**config.mk**
```make
export PLATFORM = sky130hd
export DESIGN_NAME = dht_uart_frame_seq
export DESIGN_NICKNAME = d
export VERILOG_FILES = /design/src/rtl/dht_uart_frame_seq.sv
export SDC_FILE = /design/constraint.sdc
export NUM_CORES = 1
export LEC_CHECK = 0
export BUFFER_PORTS_ARGS = -buffer_cell sky130_fd_sc_hd__buf_4
export CORE_MARGIN = 1.5
export CORE_UTILIZATION = 55
export CTS_CLUSTER_DIAMETER = 60
export DETAILED_ROUTE_END_ITERATION = 8
export PLACE_DENSITY = 0.75
export RECOVER_POWER = 100
export SLEW_MARGIN = 20
export SYNTH_ARGS = -nofsm -noshare
export SYNTH_HDL_FRONTEND = slang
export SYNTH_SLANG_ARGS = --single-unit
```
**constraint.sdc**
```tcl
create_clock -name clk -period 3 [get_ports clk]
set_input_delay 0.6 -clock clk [delete_from_list [all_inputs] [get_ports clk]]
set_output_delay 0.6 -clock clk [all_outputs]
set_load 0.02 [all_outputs]
```
**src/rtl/dht_uart_frame_seq.sv**
```systemverilog
// DHT11 sample -> "H=hh T=tt\r\n" text frame, paced on uart_tx busy handshake.
// Optional CHECKSUM_REPORT_EN: bad-checksum samples send "ERR\r\n" instead of being dropped.
module dht_uart_frame_seq #(
    parameter int START_TIMEOUT = 7
) (
    input  logic       clk,
    input  logic       rst,
    input  logic       sample_valid,
    input  logic [7:0] hum_int,
    input  logic [7:0] temp_int,
    input  logic       checksum_ok,
    input  logic       tx_busy,
    output logic       tx_start,
    output logic [7:0] tx_data,
    output logic       frame_busy,
    output logic       overrun
);
    localparam int TW = $clog2(START_TIMEOUT + 1);

    typedef enum logic [2:0] {
        S_IDLE, S_CAPTURE, S_CONV, S_SEND, S_WAIT_HI, S_WAIT_LO
    } state_t;

    state_t        state_q, state_d;
    logic [3:0]    idx_q, idx_d;
    logic [TW-1:0] tmo_q, tmo_d;
    logic [6:0]    hrem_q, hrem_d, trem_q, trem_d;
    logic [3:0]    htens_q, htens_d, ttens_q, ttens_d;
    logic          err_q, err_d;
    logic          pv_q, pv_d, pc_q, pc_d, ovr_q, ovr_d;
    logic [7:0]    ph_q, ph_d, pt_q, pt_d;
    logic [7:0]    frame_byte;
    logic [3:0]    last_idx;

    assign last_idx = err_q ? 4'd4 : 4'd10;

    always_ff @(posedge clk) begin
        if (rst) begin
            state_q <= S_IDLE;
            idx_q   <= '0;
            tmo_q   <= '0;
            hrem_q  <= '0;
            trem_q  <= '0;
            htens_q <= '0;
            ttens_q <= '0;
            err_q   <= 1'b0;
            pv_q    <= 1'b0;
            pc_q    <= 1'b0;
            ph_q    <= '0;
            pt_q    <= '0;
            ovr_q   <= 1'b0;
        end else begin
            state_q <= state_d;
            idx_q   <= idx_d;
            tmo_q   <= tmo_d;
            hrem_q  <= hrem_d;
            trem_q  <= trem_d;
            htens_q <= htens_d;
            ttens_q <= ttens_d;
            err_q   <= err_d;
            pv_q    <= pv_d;
            pc_q    <= pc_d;
            ph_q    <= ph_d;
            pt_q    <= pt_d;
            ovr_q   <= ovr_d;
        end
    end

    always_comb begin
        state_d = state_q;
        idx_d   = idx_q;
        tmo_d   = tmo_q;
        hrem_d  = hrem_q;
        trem_d  = trem_q;
        htens_d = htens_q;
        ttens_d = ttens_q;
        err_d   = err_q;
        pv_d    = pv_q;
        pc_d    = pc_q;
        ph_d    = ph_q;
        pt_d    = pt_q;
        ovr_d   = ovr_q;
        // Every arrival goes through the slot; CAPTURE drains it.
        if (state_q == S_CAPTURE) pv_d = 1'b0;
        if (sample_valid) begin
            if (pv_q && state_q != S_CAPTURE) ovr_d = 1'b1;
            pv_d = 1'b1;
            ph_d = hum_int;
            pt_d = temp_int;
            pc_d = checksum_ok;
        end
        unique case (state_q)
            S_IDLE: begin
                if (sample_valid || pv_q) state_d = S_CAPTURE;
            end
            S_CAPTURE: begin
                hrem_d  = (ph_q > 8'd99) ? 7'd99 : ph_q[6:0];
                trem_d  = (pt_q > 8'd99) ? 7'd99 : pt_q[6:0];
                htens_d = '0;
                ttens_d = '0;
                idx_d   = '0;
                err_d   = !pc_q;
`ifdef CHECKSUM_REPORT_EN
                state_d = pc_q ? S_CONV : S_SEND;
`else
                state_d = pc_q ? S_CONV : S_IDLE;
`endif
            end
            S_CONV: begin
                if (hrem_q >= 7'd10) begin
                    hrem_d  = hrem_q - 7'd10;
                    htens_d = htens_q + 4'd1;
                end else if (trem_q >= 7'd10) begin
                    trem_d  = trem_q - 7'd10;
                    ttens_d = ttens_q + 4'd1;
                end else begin
                    state_d = S_SEND;
                end
            end
            S_SEND: begin
                tmo_d = TW'(1);
                if (!tx_busy) state_d = S_WAIT_HI;
            end
            S_WAIT_HI: begin
                if (tx_busy) state_d = S_WAIT_LO;
                else if (tmo_q == TW'(START_TIMEOUT - 1)) state_d = S_SEND;
                else tmo_d = tmo_q + 1'b1;
            end
            S_WAIT_LO: begin
                if (!tx_busy) begin
                    if (idx_q == last_idx) begin
                        idx_d   = '0;
                        state_d = S_IDLE;
                    end else begin
                        idx_d   = idx_q + 4'd1;
                        state_d = S_SEND;
                    end
                end
            end
            default: state_d = S_IDLE;
        endcase
    end

    always_comb begin
        frame_byte = 8'h00;
        if (err_q) begin
            case (idx_q)
                4'd0:       frame_byte = 8'h45;
                4'd1, 4'd2: frame_byte = 8'h52;
                4'd3:       frame_byte = 8'h0D;
                4'd4:       frame_byte = 8'h0A;
                default:    frame_byte = 8'h00;
            endcase
        end else begin
            case (idx_q)
                4'd0:    frame_byte = 8'h48;
                4'd1:    frame_byte = 8'h3D;
                4'd2:    frame_byte = 8'h30 + {4'h0, htens_q};
                4'd3:    frame_byte = 8'h30 + {1'b0, hrem_q};
                4'd4:    frame_byte = 8'h20;
                4'd5:    frame_byte = 8'h54;
                4'd6:    frame_byte = 8'h3D;
                4'd7:    frame_byte = 8'h30 + {4'h0, ttens_q};
                4'd8:    frame_byte = 8'h30 + {1'b0, trem_q};
                4'd9:    frame_byte = 8'h0D;
                4'd10:   frame_byte = 8'h0A;
                default: frame_byte = 8'h00;
            endcase
        end
        tx_start   = (state_q == S_SEND) && !tx_busy && !rst;
        tx_data    = (state_q == S_SEND || state_q == S_WAIT_HI ||
                      state_q == S_WAIT_LO) ? frame_byte : 8'h00;
        frame_busy = (state_q != S_IDLE);
        overrun    = ovr_q;
    end
endmodule
```
Word-level counts from Yosys, hierarchy flattened --
Cells that the tools add are included.
Word-level totals: register bits 52, output and inout port bits 11, word-level logic and storage cells 114, bits of input ports 21
Operators by class: $add $sub $neg 10, magnitude comparators 4, eq/ne operators 28, multiplexer cells 35, reductions and logical operators 24
Operator list (count):
- 8-bit one-hot mux with 10 select lines | 1
- 7-bit two-way mux | 5
- 7-bit one-hot mux with 2 select lines | 2
- 7-bit one-hot mux with 4 select lines | 1
- 3-bit two-way mux | 9
- 4-bit two-way mux | 6
- 4-bit one-hot mux with 2 select lines | 3
- 2-bit inequality test, second input constant | 9
- 3-bit one-hot mux with 6 select lines | 1
- 6-bit by 7-bit adder with 8-bit output, first input constant | 2
- 4-bit by 3-bit == test with 1-bit output, second input constant | 4
- 8-bit by 7-bit greater-than comparator with 1-bit output, second input constant | 2
- 8-bit two-way mux | 2
- 6-bit by 4-bit adder with 7-bit output, first input constant | 2
- 7-bit by 4-bit greater-or-equal comparator with 1-bit output, second input constant | 2
- 7-bit by 4-bit subtractor with 7-bit output, second input constant | 2
- 4-bit by 1-bit adder with 4-bit output, second input constant | 3
- 4-bit == test, second input constant | 3
- 3-bit == test, second input constant | 3
- 4-bit by 2-bit == test with 1-bit output, second input constant | 2
- 2-bit nonzero test | 4
- 3-bit by 2-bit == test with 1-bit output, second input constant | 2
- 3-bit one-hot mux with 2 select lines | 1
- 2-bit AND reduction | 3
- other kinds (17) | 27

Logic depth before layout (Yosys ltp) --
Gate-level depths: netlist of the first run.
word-level depth 5, gate-level depth with buffers 8, depth with buffers taken out 7

Least setup slack after synthesis of the first run --
No wires, ideal clock.
path kind reg-to-output, start reg idx_q[0], end out tx_data[5], data required time 2400 ps, slack 543 ps, arrival time 1857 ps, buffers on the path 1, cell stages (with the launch flop) 9, path through dfxtp_1 > inv_1 > ha_1 > clkbuf_1 > nor3_1 > a21oi_1 > nor2_1 > nor3_1 > a21boi_0
On the way: word-level cells in the longest chain between the ends 5, elaborated cells on any way between the ends 15, those cells by class eq/ne (10); mux (3); reduce/logical (2)
Ends and longest elaborated chain:
- start, declared | line 25 | logic [3:0] idx_q, idx_d;
- start signal, assigned | line 54 | idx_q <= idx_d;
- 4-bit by 3-bit == test with 1-bit output / 4-bit by 1-bit == test with 1-bit output (equally long branches) | line 155 | case (idx_q)
- 2-bit OR reduction (no line)
- 8-bit one-hot mux with 10 select lines * | line 155
- 8-bit two-way mux * | line 146 | if (err_q) begin
- 8-bit two-way mux * | line 172 | state_q == S_WAIT_LO) ? frame_byte : 8'h00;
- end, declared | line 14 | output logic [7:0] tx_data,
Every way passes the cells marked *; elsewhere a longest branch is shown, timed or not.

Worst setup path in the final report of the first run --
start reg idx_q[0], end out tx_data[4]
On the way: word-level cells in the longest chain between the ends 5, elaborated cells on any way between the ends 17, those cells by class eq/ne (10); mux (4); reduce/logical (3)
Ends and longest elaborated chain (line):
- 4-bit by 3-bit == test with 1-bit output (tied with other cells) | 155
- 2-bit OR reduction, on equally long branches
- 8-bit one-hot mux with 10 select lines / 7-bit one-hot mux with 4 select lines (equally long branches) | 155, 147
- 8-bit two-way mux * | 146
- 8-bit two-way mux * | 172
Marked as above.

==> results of run 1 <==
[placed cells by master, fill, tap and decap left out, types with 8 or more instances in the layout]
cell type and instances:
a211oi_1 8, nand2_1 31, a21oi_1 29, a31oi_1 10
ha_1 8, dfxtp_1 52, inv_1 12, o21ai_0 24
nor3_1 11, nor2_1 56, buf_4 24, mux2i_1 21
nand3_1 12
[what timing repair did]
item                                   CTS  global route
endpoints found under the hold margin    0             0
hold buffers                             0             0
setup endpoints to repair                0             3
resized for setup                        0             2
[final cells by class]
type                    count  area share
flip-flops and latches     52       0.305
inverters                  12      0.0132
clock inverters             2      0.0114
well taps                  72      0.0264
multi-input cells         305       0.557
clock buffers               6      0.0212
repair buffers             35      0.0666
[report_power, final]
group | total [mW] | switching (mW) | internal (mW) | leakage, nW
Sequential | 1.02 | 0.204 | 0.813 | 0.426
Clock | 0.483 | 0.231 | 0.252 | 0.0558
Combinational | 1.19 | 0.728 | 0.467 | 0.839
[tightest hold or removal path: stages (launching register included)]
cell and delay, ns:
dfxtp_1 0.33, o21ai_0 0.07, a21oi_1 0.06
[cells by family after synthesis]
kind of cell,count (synthesis),synth area share
AND/OR/NAND/NOR,151,0.236
buffers and inverters,40,0.0539
XOR/XNOR,9,0.0253
adder cells (fa/ha/maj),10,0.0402
multiplexers,21,0.0676
flip-flops,52,0.335
AO/OA/AOI/OAI,114,0.243
[routing by layer]
| layer | vias up | global-route usage | part of all wire |
|---|---|---|---|
| met1 | 1334 | 0.333 | 0.49 |
| met3 | 9 | 0.0326 | 0.054 |
| li1 | 1449 | - | - |
| met2 | 85 | 0.368 | 0.45 |
| met4 | 0 | 0.0714 | 0.011 |
| met5 | - | 0 | 0 |
[Yosys cell counts (8+ instances only)]
library cell | count | area share
a31oi_1 | 10 | 0.020
mux2i_1 | 21 | 0.068
nand3_1 | 12 | 0.019
ha_1 | 10 | 0.040
inv_1 | 12 | 0.014
nand2_1 | 31 | 0.037
clkbuf_1 | 20 | 0.024
nor3_1 | 11 | 0.018
a211oi_1 | 8 | 0.019
nor2_1 | 56 | 0.068
a21oi_1 | 29 | 0.047
dfxtp_1 | 52 | 0.33
o21ai_0 | 22 | 0.035
[flip-flops by register name, summed over array words and instances (netlist names)]
signal / flops
err_q: 1
state_q: 3
tmo_q: 3
ttens_q: 4
overrun: 1
pc_q: 1
trem_q: 7
htens_q: 4
idx_q: 4
hrem_q: 7
ph_q: 8
pt_q: 8
pv_q: 1
[worst paths after layout]
| kind | from | endpoint | slack [ns] | depth (start not counted) |
|---|---|---|---|---|
| min reg2reg | ttens_q[3] | ttens_q[3] | 0.49 | 2 |
| max | idx_q[0] | tx_data[4] | 0.18 | 8 |
| min | ttens_q[3] | ttens_q[3] | 0.49 | 2 |
| max reg2reg | hrem_q[4] | trem_q[6] | 0.61 | 5 |
[stage by stage]
| stage | hold WS [ns] | power [mW] | cells |
|---|---|---|---|
| detailed placement | 0.469 | 2.23 | 476 |
| finish | 0.491 | 2.69 | 484 |
| floorplan | 0.451 | 1.94 | 397 |
| CTS | 0.496 | 2.72 | 484 |
| global placement | 0.462 | 2.20 | 476 |
| global route | 0.522 | 2.89 | 484 |
==> impl_metrics.env, run 1 <==
export IMPL_ys_types=61
export IMPL_rsz0062_at_grt="false"
export IMPL_wl_per_cell_um=14.6
export IMPL_synth_nets=428
export IMPL_first_pass_iters=5
export IMPL_core_area_um2=5470
export IMPL_root_buffer="clkbuf_8"
export IMPL_critPathMaxStageDelay_ns=0.37
export IMPL_ff_latch_area_um2=1040
export IMPL_clockBufferDepth=2
export IMPL_hold_violations=0
export IMPL_final_min_clock_period_ns=2.82
export IMPL_status="finished clean"
export IMPL_ios=32
export IMPL_dp_hpwl_um=5020
export IMPL_clk_latency_ns=0.30
export IMPL_path_cells="inv_1, ha_2, nand2_1, or2_2, o22ai_1, nor2_1, a211oi_1, clkbuf_2"
export IMPL_multiInputGateArea_um2=1900
export IMPL_cp_end_kind="primary output"
export IMPL_synth_area_um2=3110
export IMPL_die_h_um=78.2
export IMPL_ys_ff_latch=52
export IMPL_cts_sinks=52
export IMPL_max_cap_violations=0
export IMPL_tns_ns=0
export IMPL_cts_tree="yes"
export IMPL_setup_slack_ns=0.176
export IMPL_crit_family="simple AND/OR/NAND/NOR gates"
export IMPL_grt_antenna_before_repair=0
export IMPL_ant_nets=0
export IMPL_fin_crit_sh=0.941
export IMPL_htreeDepth=2
export IMPL_fp_row_count=27
export IMPL_ys_seq_area_frac=0.335
export IMPL_clk_pin_slew_ns=0.09
export IMPL_grt_pass1_wl_um=11700
export IMPL_slowest_stage="dfxtp_1"
export IMPL_drv_slew=0
export IMPL_finClkSkew_ns=0.00748
export IMPL_p_leak_nw=1.32
export IMPL_drc=0
export IMPL_avgViaCountPerCell=5.94
export IMPL_first_iter_violations=163
export IMPL_portBuffers=31
export IMPL_syn_avg_cell_area_um2=7.83
export IMPL_stdcell_area_um2=3420
export IMPL_dp_worst_setup_slack_ns=0.464
export IMPL_post_cts_buffers=0
export IMPL_critical_path_required_ns=2.40
export IMPL_fmax_mhz=354
export IMPL_crit_type="reg2out"
export IMPL_place_area_um2=3340
export IMPL_die_area_um2=6120
export IMPL_synth_flop_cell="dfxtp_1"
export IMPL_cp_num_buf_inv=2
export IMPL_synthCells=397
export IMPL_grt_max_degree=49
export IMPL_overflow=0
export IMPL_cp_arrival_ns=2.22
export IMPL_hold_path_class="reg2reg"
export IMPL_fin_nets=442
export IMPL_grt_usage=0.234
export IMPL_gp_congestion=0.906
export IMPL_slew_headroom=0.140
export IMPL_area_growth_pct=9.86
export IMPL_ys_warn_count=0
export IMPL_setup_viol=0
export IMPL_antennaDiodeCount=0
export IMPL_num_vias=2877
export IMPL_grt_pass1_vias=2507
export IMPL_die_w_um=78.2
export IMPL_drt_total_wl_um=7060
export IMPL_fill_cells=536
export IMPL_synth_edf_count=0
export IMPL_critPathLaunchType="register"
export IMPL_ir_worst_vdd_v=0.000455
export IMPL_ys_async_sr_fraction=0
export IMPL_worstPathMaxFanout=11
export IMPL_numCtsBuffers=5
export IMPL_worst_slew_pin_slew_ns=1.29
export IMPL_fin_util=0.624
export IMPL_start_util=0.568
export IMPL_drive_gt1_frac=0.114
export IMPL_powerDensity_nw_per_um2=788
Power figures use the tool's default switching activity.
==> run 2, diff against run 1 <==
CELL_PAD_IN_SITES_DETAIL_PLACEMENT = 1   (was default)
CELL_PAD_IN_SITES_GLOBAL_PLACEMENT = 1   (was default)
CORE_UTILIZATION = 47   (was 55)
PLACE_DENSITY = default   (was 0.75)
PLACE_DENSITY_LB_ADDON = 0.1   (was default)
TNS_END_PERCENT = 30   (was default)
==> impl_metrics.env, run 2 (synthesis results as in run 1) <==
export IMPL_status="finished clean"
export IMPL_post_cts_buffers=0
export IMPL_wl_per_cell_um=16.8
export IMPL_grt_max_degree=49
export IMPL_powerDensity_nw_per_um2=823
export IMPL_gp_congestion=0.831
export IMPL_fin_nets=442
export IMPL_fin_crit_sh=0.938
export IMPL_hold_start="ttens_q[3]"
export IMPL_grt_met2_usage=0.393
export IMPL_place_area_um2=3350
export IMPL_ir_worst_vdd_v=0.000337
export IMPL_cp_end_kind="primary output"
export IMPL_grtUsageMet1=0.340
export IMPL_critPathLaunchType="register"
export IMPL_reg_top3="ph_q: 8 flops, pt_q: 8 flops"
export IMPL_p_leak_nw=1.34
export IMPL_dp_hpwl_um=5980
export IMPL_fmax_mhz=356
export IMPL_critical_path_required_ns=2.40
export IMPL_slowest_stage="dfxtp_1"
export IMPL_hold_violations=0
export IMPL_crit_cells=8
export IMPL_htreeDepth=2
export IMPL_overflow=0
export IMPL_grt_busiest_layer="met2"
export IMPL_crit_type="reg2out"
export IMPL_final_min_clock_period_ns=2.81
export IMPL_fp_row_count=29
export IMPL_ios=32
export IMPL_drt_total_wl_um=8230
export IMPL_finClkSkew_ns=0.0151
export IMPL_r2r_slack_ns=0.52
export IMPL_holdBufCountCts=0
export IMPL_setup_viol=0
export IMPL_die_area_um2=7110
export IMPL_tns_ns=0
export IMPL_drc=0
export IMPL_slew_headroom=0.124
export IMPL_ant_nets=0
export IMPL_final_cell_mix="nor2_1, dfxtp_1, nand2_1, a21oi_1, buf_4"
export IMPL_clk_pin_slew_ns=0.11
export IMPL_first_pass_iters=4
export IMPL_grt_antenna_before_repair=0
export IMPL_root_buffer="clkbuf_8"
export IMPL_dp_worst_setup_slack_ns=0.455
export IMPL_portBuffers=31
export IMPL_hold_end="ttens_q[3]"
export IMPL_clk_latency_ns=0.31
export IMPL_num_vias=2921
export IMPL_grt_use_met3=0.0295
export IMPL_drive_gt1_frac=0.121
export IMPL_cp_arrival_ns=2.21
export IMPL_start_util=0.487
export IMPL_numCtsBuffers=5
export IMPL_die_h_um=84.4
export IMPL_fin_util=0.541
export IMPL_grt_usage=0.240
export IMPL_max_cap_violations=0
export IMPL_worst_slew_pin_slew_ns=1.31
export IMPL_stdcell_area_um2=3460
export IMPL_critPathMaxStageDelay_ns=0.37
export IMPL_grt_pass1_wl_um=14100
export IMPL_cts_sinks=52
export IMPL_min_path_cells=2
export IMPL_path_cells="inv_1, ha_2, nand2_1, or2_2, o22ai_1, nor2_1, a211oi_1, clkbuf_2"
export IMPL_die_w_um=84.4
export IMPL_ff2ff_path_depth=5
export IMPL_worstPathMaxFanout=11
export IMPL_cp_num_buf_inv=2
export IMPL_cts_tree="yes"
export IMPL_r2r_start="hrem_q[4]"
export IMPL_crit_family="simple AND/OR/NAND/NOR gates"
export IMPL_drv_slew=0
export IMPL_r2r_end="ttens_q[3]"
export IMPL_clockBufferDepth=2
export IMPL_rsz0062_at_grt="false"
export IMPL_avgViaCountPerCell=5.97
export IMPL_setup_slack_ns=0.187
export IMPL_area_growth_pct=11.1
export IMPL_grt_pass1_vias=2851
export IMPL_core_area_um2=6390
export IMPL_hold_path_class="reg2reg"
export IMPL_antennaDiodeCount=0
export IMPL_final_common_cell="nor2_1"
export IMPL_first_iter_violations=152
[run 2: changes by cell type in the layout (fill, tap and decap cells not counted), sizes merged]
cell / delta
bufinv: +1
buf: +3
clkbuf: -4
[run 2: per-layer routing]
layer | wire [um] | vias up
met5 | 0 | -
met4 | 29 | 0
met3 | 190 | 2
met2 | 3850 | 35
met1 | 4160 | 1434
li1 | - | 1450
[run 2: report_power, final]
group / internal [mW] / switching [mW] / total [mW] / leakage, nW
Sequential: 0.815 / 0.211 / 1.03 / 0.426
Clock: 0.336 / 0.251 / 0.587 / 0.0687
Combinational: 0.473 / 0.757 / 1.23 / 0.845
Total: 1.62 / 1.22 / 2.84 / 1.34
[run 2: worst max-delay path by stage]
stage                     startpoint          to
after global placement      idx_q[0]  tx_data[4]
after CTS                   idx_q[0]  tx_data[5]
after global routing      state_q[2]  tx_data[6]
after floorplan             idx_q[0]  tx_data[5]
final                       idx_q[0]  tx_data[4]
after detailed placement    idx_q[0]  tx_data[4]
[run 2: cell type report]
class / instances / area [um2]
well taps: 77 / 96.3
repair buffers: 35 / 234
clock buffers: 5 / 68.8
inverters: 12 / 45.0
fillers: 804 / 2930
flip-flops and latches: 52 / 1040
multi-input cells: 305 / 1900
clock inverters: 3 / 68.8
[run 2: metrics by stage]
stage,hold slack (ns),instances,power [mW]
6_report,0.502,489,2.84
5_1_grt,0.526,489,3.05
4_1_cts,0.505,489,2.87
3_5_place_dp,0.482,481,2.28
3_3_place_gp,0.459,481,2.23
2_1_floorplan,0.451,397,1.94
[run 2: what timing repair did]
item                                    4_1_cts  5_1_grt
endpoints found under the setup margin        0        4
gates resized for setup                       0        3
endpoints found under the hold margin         0        0
[run 2: tightest hold or removal path, stage by stage, from the launching register on]
cell and delay, ns:
dfxtp_1 0.33, o21ai_0 0.07, a21oi_1 0.06
